[config.mk]
export PLATFORM = sky130hd
export DESIGN_NAME = pipe_shifter
export DESIGN_NICKNAME = d
export VERILOG_FILES = /design/src/rtl/pipe_shifter.sv
export SDC_FILE = /design/constraint.sdc
export NUM_CORES = 1
export LEC_CHECK = 0
export CORE_MARGIN = 4
export CORE_UTILIZATION = 30
export DETAILED_ROUTE_END_ITERATION = 8
export GPL_ROUTABILITY_DRIVEN = 0
export PLACE_DENSITY = 0.59
export RECOVER_POWER = 25
export SYNTH_ARGS = -nofsm -noshare
export SYNTH_HDL_FRONTEND = slang
export SYNTH_SLANG_ARGS = --single-unit
[constraint.sdc]
create_clock -name clk -period 1.95 [get_ports clk]
set_clock_uncertainty 0.2 [all_clocks]
set_input_delay 0.39 -clock clk [delete_from_list [all_inputs] [get_ports clk]]
set_output_delay 0.39 -clock clk [all_outputs]
set_load 0.02 [all_outputs]
[src/rtl/pipe_shifter.sv]
// Pipelined barrel shifter: one log-shifter level per stage, valid/ready on both sides.
// Each item carries its own Op, Cnt and tag down the pipe; all stages advance together.
module pipe_shifter #(
    parameter int WIDTH = 16,
    parameter int TAG_W = 4,
    localparam int CNT_W = $clog2(WIDTH)
) (
    input  logic             clk,
    input  logic             rst,
    input  logic             InValid,
    output logic             InReady,
    input  logic [WIDTH-1:0] In,
    input  logic [CNT_W-1:0] Cnt,
    input  logic [2:0]       Op,
    input  logic [TAG_W-1:0] InTag,
    output logic             OutValid,
    input  logic             OutReady,
    output logic [WIDTH-1:0] Out,
    output logic [TAG_W-1:0] OutTag,
    output logic             OutZero
);

    localparam logic [2:0] OP_ROL = 3'b000;
    localparam logic [2:0] OP_SLL = 3'b001;
    localparam logic [2:0] OP_ROR = 3'b010;
    localparam logic [2:0] OP_SRL = 3'b011;
    localparam logic [2:0] OP_SRA = 3'b100;

    function automatic logic [WIDTH-1:0] shift_stage(input logic [WIDTH-1:0] d,
                                                     input logic [2:0] op,
                                                     input int amt);
        case (op)
            OP_ROL:  return (d << amt) | (d >> (WIDTH - amt));
            OP_SLL:  return d << amt;
            OP_ROR:  return (d >> amt) | (d << (WIDTH - amt));
            OP_SRL:  return d >> amt;
            OP_SRA:  return WIDTH'($signed(d) >>> amt);
            default: return d;
        endcase
    endfunction

    logic [CNT_W-1:0]                  vld_q, vld_d;
    logic [CNT_W-1:0][WIDTH-1:0]       data_q, data_d;
    logic [CNT_W-1:0][2:0]             op_q, op_d;
    logic [CNT_W-1:0][CNT_W-1:0]       cnt_q, cnt_d;
    logic [CNT_W-1:0][TAG_W-1:0]       tag_q, tag_d;
    logic                              adv;

    // Stall is global: the whole pipe freezes when the last stage cannot drain.
    assign adv      = !vld_q[CNT_W-1] || OutReady;
    assign InReady  = adv;
    assign OutValid = vld_q[CNT_W-1];
    assign Out      = data_q[CNT_W-1];
    assign OutTag   = tag_q[CNT_W-1];
    assign OutZero  = OutValid && (Out == '0);

    for (genvar k = 0; k < CNT_W; k++) begin : g_stage
        if (k == 0) begin : g_head
            assign vld_d[0]  = InValid;
            assign op_d[0]   = Op;
            assign cnt_d[0]  = Cnt;
            assign tag_d[0]  = InTag;
            assign data_d[0] = Cnt[0] ? shift_stage(In, Op, 1) : In;
        end else begin : g_body
            assign vld_d[k]  = vld_q[k-1];
            assign op_d[k]   = op_q[k-1];
            assign cnt_d[k]  = cnt_q[k-1];
            assign tag_d[k]  = tag_q[k-1];
            assign data_d[k] = cnt_q[k-1][k] ? shift_stage(data_q[k-1], op_q[k-1], 1 << k)
                                             : data_q[k-1];
        end
    end

    always_ff @(posedge clk) begin
        if (rst) begin
            vld_q  <= '0;
            data_q <= '0;
            op_q   <= '0;
            cnt_q  <= '0;
            tag_q  <= '0;
        end else if (adv) begin
            vld_q  <= vld_d;
            data_q <= data_d;
            op_q   <= op_d;
            cnt_q  <= cnt_d;
            tag_q  <= tag_d;
        end
    end

    // The last stage's Op/Cnt and the already-consumed Cnt bits are carried but never read.
    logic unused_ctrl;
    assign unused_ctrl = ^{op_q[CNT_W-1], cnt_q};

endmodule
Yosys cells after proc, flatten, opt, wreduce, memory -nomap -nowiden

Cells that the tools add are included.

Eq/ne operators: 16
Mux-type cells: 8
Bitwise logic cells: 7
Reduce and logical (&&, ||, !) cells: 9

Operators by type and width:

| cell                                                            | count |
|---|---|
| 16-bit case mux with 5 select lines                             | 3 |
| 16-bit 2-to-1 mux                                               | 4 |
| 16-bit case mux with 4 select lines                             | 1 |
| 3-bit by 2-bit == test with 1-bit output, second input constant | 8 |
| 16-bit logical NOT                                              | 1 |
| 12-bit by 16-bit OR with 16-bit output                          | 1 |
| 14-bit by 16-bit OR with 16-bit output                          | 1 |
| 15-bit by 16-bit OR with 16-bit output                          | 1 |
| 16-bit by 1-bit OR with 16-bit output                           | 1 |
| 16-bit by 2-bit OR with 16-bit output                           | 1 |
| 16-bit by 4-bit OR with 16-bit output                           | 1 |
| 8-bit by 16-bit OR with 16-bit output                           | 1 |
| 3-bit by 1-bit == test with 1-bit output, second input constant | 4 |
| 3-bit == test, second input constant                            | 4 |
| 3-bit logical NOT                                               | 4 |
| 2-bit OR reduction                                              | 1 |
| 1-bit logical AND                                               | 1 |
| 1-bit logical NOT                                               | 1 |
| 1-bit logical OR                                                | 1 |

Register bits after elaboration: 105
Bits of input ports: 31
Output and inout bits: 23
Word-level logic and storage cells: 55

Longest topological paths before layout

Gate-level depths: netlist of run 1.

Depth after elaboration: 4
Mapped depth: 6
Gate-level depth less buffers: 5

Least setup slack after synthesis of run 1

No wires, ideal clock.

Path type: reg2out
Start: register vld_q[3]
End: output port OutZero
Arrival: 1.424 ns
Path slack: -0.064 ns
Cell stages (with the launch flop): 4
Buffers on the path: 0
Cells stage by stage: dfxtp_1 nor4b_1 nand4_1 nor4_1

Word-level cells in the longest chain between the ends: 1

Ends and longest elaborated chain:

| element                | RTL line | text |
|---|---|---|
| from (decl)            | 42       | `logic [CNT_W-1:0] vld_q, vld_d;` |
| from (signal assigned) | 82       | `vld_q <= vld_d;` |
| 1-bit logical AND      | 55       | `assign OutZero = OutValid && (Out == '0);` |
| to (decl)              | 20       | `output logic OutZero` |

Every way passes these cells.

Worst setup path after layout of run 1

Start: register data_q (netlist bit Out[15])
End: output port OutZero

Word-level cells in the longest chain between the ends: 2

Ends and longest elaborated chain:

| element                | RTL line | text |
|---|---|---|
| from (decl)            | 43       | `logic [CNT_W-1:0][WIDTH-1:0] data_q, data_d;` |
| from (signal assigned) | 83       | `data_q <= data_d;` |
| 16-bit logical NOT     | 55       |  |
| 1-bit logical AND      | 55       |  |

Every way passes these cells.

==> results of run 1 <==
## final timing paths
path	from	end	slack (ps)	cells after the start
worst min-delay path	rst	op_d[7]	150	2
worst min register to register	tag_d[5]	tag_d[5]	250	2
worst max-delay path	Out[15]	OutZero	-90	4
worst max register to register	vld_q[3]	Out[5]	-10	7
## logic make-up after synthesis
group                  share of synthesized area
AOI/OAI and AO/OA                          0.248
buffers and inverters                     0.0964
DFF                                        0.390
muxes                                     0.0721
and+or+nand+nor                            0.194
## layout make-up
class                           count  area share
Clock buffer                       11      0.0390
Clock inverter                      5      0.0137
Inverter                           13     0.00825
Multi-Input combinational cell    443       0.425
Sequential cell                    99       0.319
Tap cell                          220      0.0442
Timing Repair Buffer              102       0.151
## synthesized netlist by cell type, drive strengths merged, types with 2 or more instances
cell type  instances  area, um^2
nand2            125         469
dfxtp             99        1980
a21oi             74         370
buf               53         390
nor2              38         160
o21ai             37         196
o31ai             23         228
mux2i             22         220
o22ai             20         125
inv               13        51.3
mux2              13         146
o221ai            13         114
clkbuf            12        48.8
nor3              11        55.1
a221oi             9        78.8
a32oi              8        70.1
nor3b              8        60.1
nand2b             7        51.3
o211ai             7        52.6
nand3              5        30.0
nand3b             5        37.5
nor4               5        43.8
nor2b              4        35.0
and2               2        12.5
o21a               2        16.3
## timing repair
| item | in CTS | in global routing |
|---|---|---|
| hold endpoints to repair | 0 | 0 |
| resized for setup | 23 | 10 |
| setup endpoints to repair | 19 | 8 |
| pin swaps | 2 | 2 |
| buffers inserted | 1 | 0 |
## state kept, by name (all words and copies together) (netlist names)
| register | flops |
|---|---|
| cnt_d | 6 |
| tag_d | 12 |
| vld_q | 4 |
| OutTag | 4 |
| op_d | 9 |
| data_q | 48 |
| Out | 16 |
## power breakdown
group | total, mW | switching [mW] | leakage (nW) | internal (mW)
registers | 2.30 | 0.147 | 0.815 | 2.15
logic | 0.685 | 0.343 | 1.36 | 0.342
clock network | 1.96 | 0.788 | 0.156 | 1.17
## critical path, stage by stage (launching register included)
cell	delay (ps)
dfxtp_2	330
nor4b_4	290
nand4_1	160
nor4_2	150
buf_4	170
## placed cells by master (no fill, tap or decap), types with 10 or more instances in the layout
cell	count
buf_4	38
o221ai_1	13
dfxtp_1	98
a21oi_1	74
inv_1	12
dlygate4sd2_1	14
o21ai_1	11
o31ai_1	12
nand2_1	124
clkdlybuf4s50_1	33
o31ai_2	11
nor2_1	34
o22ai_1	20
mux2_1	10
nor3_1	11
mux2i_1	22
o21ai_0	25
## per-layer routing
| metal | wire, um | share of wire | vias to the layer above | global-route usage |
|---|---|---|---|---|
| met4 | 207 | 0.016 | 0 | 0.0463 |
| met5 | 0 | 0 | - | 0 |
| met3 | 580 | 0.045 | 16 | 0.0228 |
| met1 | 6440 | 0.50 | 2123 | 0.189 |
| li1 | - | - | 2299 | - |
| met2 | 5770 | 0.44 | 102 | 0.211 |
## through the flow
| step | utilization | TNS (ps) | setup slack [ps] |
|---|---|---|---|
| 5_1_grt | 0.375 | -4510 | -194 |
| 2_1_floorplan | - | 0 | 152 |
| 6_report | 0.375 | -113 | -92.8 |
| 3_3_place_gp | 0.357 | -6850 | -395 |
| 3_5_place_dp | 0.357 | -7300 | -391 |
| 4_1_cts | 0.376 | -188 | -188 |
==> results.md, run 1 <==
* Net count after synthesis at 651
* Core Area at 16600 um^2
* CP Data Arrival Time at 1450 ps
* Vias in the first global route at 4223
* CTS Buffer Depth at 2
* I/O Pins at 54
* Total congestion overflow at 0
* CTS tree: done
* Final HPWL DP at 9280 um
* Distinct cells, synth at 47
* Storage cell area at 1980 um^2
* Average size of a mapped cell at 8.20 um^2
* Transition time of the tightest slew-check pin at 671 ps
* Fillers at 1780
* Crit Path Category: reg -> out
* Max Freq at 490 MHz
* Worst setup margin at -92.8 ps
* Largest net degree at the start of global routing at 44
* Number of synthesized flops with an enable pin at 0
* Ys flop type: dfxtp_1
* Multi-input logic area at 2650 um^2
* Final min period at 2040 ps
* Tot Pwr at 4.94 mW
* Dpl cells at 876
* CP Launch Type: register
* RSZ-0062 raised after global routing: yes
* Initial antenna violation count at 0
* Synthesis Warnings at 0
* Async S/R FF share, synth at 0
* Worst Setup End Kind: output port
* FP Rows at 47
* Outcome: finished, violations left
* First-pass GRT wire length at 21600 um
* Vias post-DR at 4540
* Cell Area, Synth at 5090 um^2
* Final Instance Area at 6220 um^2
* Cts hold-fix bufs at 0
* Vias per cell at 5.08
* Detailed Route WL at 13000 um
* Ant. Diodes at 0
* Num CTS Buffers at 9
* Die height at 138 um
* DRC at 0
* Seq/Total Area, Yosys at 0.390
* Worst skew pair latency at 360 ps
* WL/cell at 14.6 um
* Htree depth at 3
* Yosys reg bits at 99
* CTS clk-pin slew, worst paths at 70 ps
* Die footprint at 19100 um^2
* Leak at 2.33 nW
* Crit Path Max Fanout at 2
* Area delta synth->final at 22.3%
* Pwr/cell area at 794 nW/um^2
* Max-slew violations at 0
* Setup Viol. Count Final at 4
* Max transition margin at 0.552
* Antenna-violating nets left at 0
* Initial core utilization at 0.307
* Failing checks: setup timing
* Buffers on Ports at 53
* Die W at 138 um
* Nets at 699
* VDD IR max at 0.480 mV
* WHS at 151 ps
* CTS root buf: clkbuf_16
* Final hold viol count at 0
* Fin cells at 893
* Placed cell area at 5910 um^2
* HP Class: in -> reg
* Number of max-cap violations at 0
* Sinks on Clock Net at 99
* Tot GR Track Use at 0.135
* WP data required at 1360 ps
* Share of cells above drive strength 1 at 0.146
* Period utilisation layout at 1.05
* Syn Inst Count at 620
* Initial DRC count at 383
* DRT Pass-1 Iters at 5
Power figures use the tool's default switching activity.
==> run 2, diff against run 1 <==
- PLACE_DENSITY: 0.59 -> not set
- PLACE_DENSITY_LB_ADDON: not set -> 0.25
==> run 2 against run 1 <==
Net effect:
- the run still ends with setup timing left
- final cell count decreased by 0.45%
- worst hold slack better by 59 ps
- register-to-register slack got worse by 20 ps
- combinational power fell by 0.6%
- via count increased by 1.5%
- power fell by 2.5%
- fmax down 4.8%
- critical path depth increased by 1
- critical endpoint unchanged
- largest power group unchanged
==> results.md, run 2 (synthesized netlist as in run 1, its figures left out) <==
* Outcome: finished, violations left
* Failing checks: setup timing
* Core Area at 16600 um^2 (unchanged)
* VDD IR max at 0.429 mV (-11%)
* Layout Utilization at 0.371 (-0.00407)
* Die height at 138 um (unchanged)
* I/O Pins at 54 (unchanged)
* WL/cell at 14.7 um (+1.3%)
* Share of cells above drive strength 1 at 0.139 (-0.00660)
* DRC at 0 (unchanged)
* Most frequent cells in the layout: nand2_1, dfxtp_1, a21oi_1
* Vias per cell at 5.18 (+1.9%)
* Commonest non-fill, non-tap cell in the layout: nand2_1
* Crit Path Category: reg -> out
* CTS Buffer Depth at 2 (unchanged)
* Initial antenna violation count at 0 (unchanged)
* DRT Pass-1 Iters at 5 (unchanged)
* Worst Hold Depth at 2 (unchanged)
* First-pass GRT wire length at 21800 um (+0.79%)
* Setup Viol. Count Final at 8 (+4)
* Crit Path Max Fanout at 2 (unchanged)
* Reg2Reg Depth at 7 (unchanged)
* Sinks on Clock Net at 99 (unchanged)
* Htree depth at 3 (unchanged)
* Place WS at -376 ps (+14.6 ps)
* Final min period at 2150 ps (+103 ps)
* CTS tree: done
* Num CTS Buffers at 9 (unchanged)
* Final HPWL DP at 9690 um (+4.4%)
* Largest Register: data_q
* Vias in the first global route at 4358 (+3.2%)
* HP Class: in -> reg
* Initial DRC count at 348 (-9.1%)
* Antenna-violating nets left at 0 (unchanged)
* Area delta synth->final at 21.0%
* Number of max-cap violations at 0 (unchanged)
* Worst Setup End Kind: output port
* Period utilisation layout at 1.10 (+0.0526)
* Initial core utilization at 0.307 (unchanged)
* Tot GR Track Use at 0.136 (+0.000880)
* Die footprint at 19100 um^2 (unchanged)
* Dpl cells at 873 (-0.34%)
* Ant. Diodes at 0 (unchanged)
* WP data required at 1360 ps (about the same)
* Detailed Route WL at 13100 um (+0.84%)
* Leak at 2.31 nW (-0.73%)
* Nets at 695 (-0.57%)
* TNS Setup at -329 ps (-216 ps)
* CP Launch Type: register
* FP Rows at 47 (unchanged)
* Worst setup margin at -195 ps (-103 ps)
* RSZ-0062 raised after global routing: yes
* Final hold viol count at 0 (unchanged)
* Max Freq at 466 MHz (-4.8%)
* Max-slew violations at 0 (unchanged)
* Buffers on Ports at 53 (unchanged)
* Largest net degree at the start of global routing at 36 (-18%)
* Vias post-DR at 4607 (+1.5%)
* Worst skew pair latency at 350 ps (about the same)
* Pwr/cell area at 783 nW/um^2 (-1.4%)
* CP Data Arrival Time at 1560 ps (+110 ps)
* Fin cells at 889 (-0.45%)
* CTS root buf: clkbuf_16
* Max transition margin at 0.569 (+0.0171)
* Total congestion overflow at 0 (unchanged)
* WHS at 210 ps (+59.0 ps)
* Die W at 138 um (unchanged)
* Max reg flops at 48 (unchanged)
* CTS clk-pin slew, worst paths at 80 ps (about the same)
* Transition time of the tightest slew-check pin at 646 ps (-25.6 ps)
-- run 2: what timing repair did --
action | in CTS | in global routing
buffers inserted | 0 | 0
endpoints found under the setup margin | 18 | 15
pin swaps | 1 | 0
hold buffers | 0 | 0
cloned | 0 | 0
gates resized for setup | 26 | 2
-- run 2: report_power, final --
part	leakage [nW]	internal, mW	total [mW]	switching, mW
Clock	0.153	1.02	1.84	0.818
Sequential	0.815	2.15	2.30	0.149
Combinational	1.35	0.338	0.681	0.342
Total	2.31	3.51	4.82	1.31
-- run 2: cell type report --
type	count	area, um^2
clock inverters	7	81.3
flip-flops and latches	99	1980
multi-input cells	443	2620
fillers	1713	10400
well taps	220	275
repair buffers	98	916
inverters	13	51.3
clock buffers	9	225
-- run 2: through the flow --
stage	total power [mW]	instance area [um^2]
finish	4.82	6150
global route	5.04	6150
CTS	4.86	6160
detailed placement	3.04	5870
global placement	3.02	5870
floorplan	2.77	5090
-- run 2: final timing paths --
check / from / end / slack, ps
max: Out[1] / OutZero / -200
min: rst / op_d[9] / 210
max reg2reg: vld_q[3] / data_q[37] / -30
min reg2reg: tag_d[15] / tag_d[15] / 250
-- run 2: routing by layer --
layer  wire length, um  global-route usage
met5                 0                   0
met4               218              0.0551
met3               571              0.0273
met2              6160               0.221
met1              6160               0.177
-- run 2: worst max-delay path, stage by stage, from the launching register on --
cell and delay (ps):
dfxtp_2 330, nor4b_2 280, buf_4 150, nand4_1 110
nor4_2 150, buf_2 200
==> RTL edit (flow settings as in run 2) <==
Make the reset (`rst`) asynchronous in one clocked block.
--- a/src/rtl/pipe_shifter.sv
+++ b/src/rtl/pipe_shifter.sv
@@ -71,7 +71,7 @@
         end
     end
 
-    always_ff @(posedge clk) begin
+    always_ff @(posedge clk or posedge rst) begin
         if (rst) begin
             vld_q  <= '0;
             data_q <= '0;
Check against the original RTL: not equivalent (a bounded check fails within 10 cycles, from zero or initial values and one cycle with rst high; the reset may be asserted at any time).
==> RTL edit against run 2 <==
  * The flow still finishes with violations (negative setup slack)
  * Sequential share of layout area up 6.1 points
  * Count of clock-buffer cells in the layout is 1 higher
  * Worst setup slack lost 94 ps
  * Cell area rose by 5.1%
  * Sequential cell count is the same
  * Hold slack better by 56 ps
  * Synthesized area grew 2.0%
  * Wire length grew 2.4%
Power is not compared: it rests on default switching activity, and its combinational part moved more than twofold at a synthesized area within 25%.
==> RTL edit: results (changes against run 2) <==
| Metric | Value |
|---|---|
| Outcome | `finished with violations (unchanged)` |
| Failing checks | `negative setup slack (unchanged)` |
| Synth cell count leaders | `126 x nand2_1, 99 x dfrtp_1, 46 x o21ai_0 (was 125 x nand2_1, 99 x dfxtp_1, 74 x a21oi_1)` |
| Drt wl/cell | `15.6 um (was 14.7 um)` |
| Layout Cells excl Fill | `859 (was 889)` |
| VDD IR max | `0.000547 V` |
| DR vias | `4560 (was 4607)` |
| Vias in the first global route | `4533 (was 4358)` |
| Placed Instance Area | `6190 sq um (was 5870 sq um)` |
| Critical path origin | `Out[3]$_DFFE_PP0P_ (was Out[1]$_SDFFE_PP0P_)` |
| Syn_nets | `606 (was 651)` |
| Rel. slew slack | `30.3% (was 56.9%)` |
| Nets | `665 (was 695)` |
| Setup violations, final | `1 (was 8)` |
| Postcts setup bufs | `0 (unchanged)` |
| DP HPWL | `9.86 mm (was 9.69 mm)` |
| H-tree levels | `3 (unchanged)` |
| Library cells used by synthesis | `45 (was 47)` |
| First-pass GRT wire length | `22.8 mm (was 21.8 mm)` |
| Worst R2R Setup Slack | `150 ps (was -30 ps)` |
| Post-synthesis sequential area ratio | `47.7% (was 39.0%)` |
| PnR worst setup slack | `-289 ps (was -195 ps)` |
| DR pass1 iterations | `5 (unchanged)` |
| Fill cells | `1698 (was 1713)` |
| Worst Hold Depth | `1 (was 2)` |
| FFs w/ async S/R, synth | `100% (was 0%)` |
| Pin count of the biggest net entering global routing | `57 (was 36)` |
| Hold Crit Endpoint | `vld_q[3]$_DFFE_PP0P_ (was op_d[9]$_SDFFE_PP0P_)` |
| Reg2reg end | `Out[3]$_DFFE_PP0P_ (was data_q[37]$_SDFFE_PP0P_)` |
| Hold_sp | `vld_q[2]$_DFFE_PP0P_ (was rst)` |
| CTS buffer count | `9 (unchanged)` |
| Worst r2r src | `op_d[11]$_DFFE_PP0P_ (was vld_q[3]$_SDFFE_PP0P_)` |
| Hold Worst Slack | `266 ps (was 210 ps)` |
| Syn Area/Cell | `9.02 sq um (was 8.20 sq um)` |
| Initial DRC Count | `270 (was 348)` |
| CTS Root Cell | `clkbuf_16 (unchanged)` |
| Register-to-Register Path Depth | `4 (was 7)` |
| Placed Cells | `843 (was 873)` |
| Layout cells sized above 1 | `16.4% (was 13.9%)` |
| Pre-CTS setup slack | `-562 ps (was -376 ps)` |
| Tot GR Track Use | `14.0% (was 13.6%)` |
| Top cells by area, synth | `dfrtp_1 48%, nand2_1 9.1%, o21ai_0 4.4%, a221oi_1 3.7%, o22ai_1 3.5% (was dfxtp_1 39%, nand2_1 9.2%, a21oi_1 7.3%, mux2i_1 4.3%, buf_4 3.8%)` |
| Hold Path Class | `reg -> reg (was in -> reg)` |
## RTL edit: final cells by class
cell class / instances / area (sq um) / share of cell area (%)
clock buffer: 10 / 229 / 3.54
clock inverter: 6 / 65.1 / 1.01
inverter: 8 / 31.3 / 0.484
multi-input combinational: 402 / 2370 / 36.7
sequential: 99 / 2480 / 38.3
tap: 220 / 275 / 4.26
timing repair buffer: 114 / 1010 / 15.7
## RTL edit: cells by family after synthesis
kind of cell	after synthesis	share of synthesized area [%]
mux	2	0.410
flops	99	47.7
compound gates	209	28.3
buf+inv	74	7.40
simple gates	191	16.1
## RTL edit: worst max-delay path, cell delays in order (launching register included)
cell and delay, ps:
dfrtp_1 410, nor4_4 310, nand4_1 160, nor4b_2 240, buf_4 180
## RTL edit: layer usage
metal | global-route usage, % | share of wire (%)
met1 | 18.2 | 45
met2 | 22.6 | 48
met3 | 2.78 | 5.0
met4 | 6.44 | 2.4
met5 | 0 | 0
## RTL edit: power groups by stage
stage	Sequential [W]	Clock [W]	Combinational [W]
after CTS	0.00401	0.00182	0.00447
after detailed placement	0.00401	0	0.00457
after global routing	0.00418	0.00190	0.00493
after floorplan	0.00365	0	0.00324
after global placement	0.00397	0	0.00450
final	0.00402	0.00177	0.00443
## RTL edit: per-stage QoR
step | total power [W] | TNS, ps
after CTS | 0.0103 | -333
after global routing | 0.0110 | -3380
final | 0.0102 | -289
after global placement | 0.00847 | -13690
after detailed placement | 0.00858 | -15370
after floorplan | 0.00689 | 0
## RTL edit: what timing repair did
action	4_1_cts	5_1_grt
setup endpoints to repair	18	19
hold buffers	0	0
gates resized for setup	25	7
pin swaps	3	1
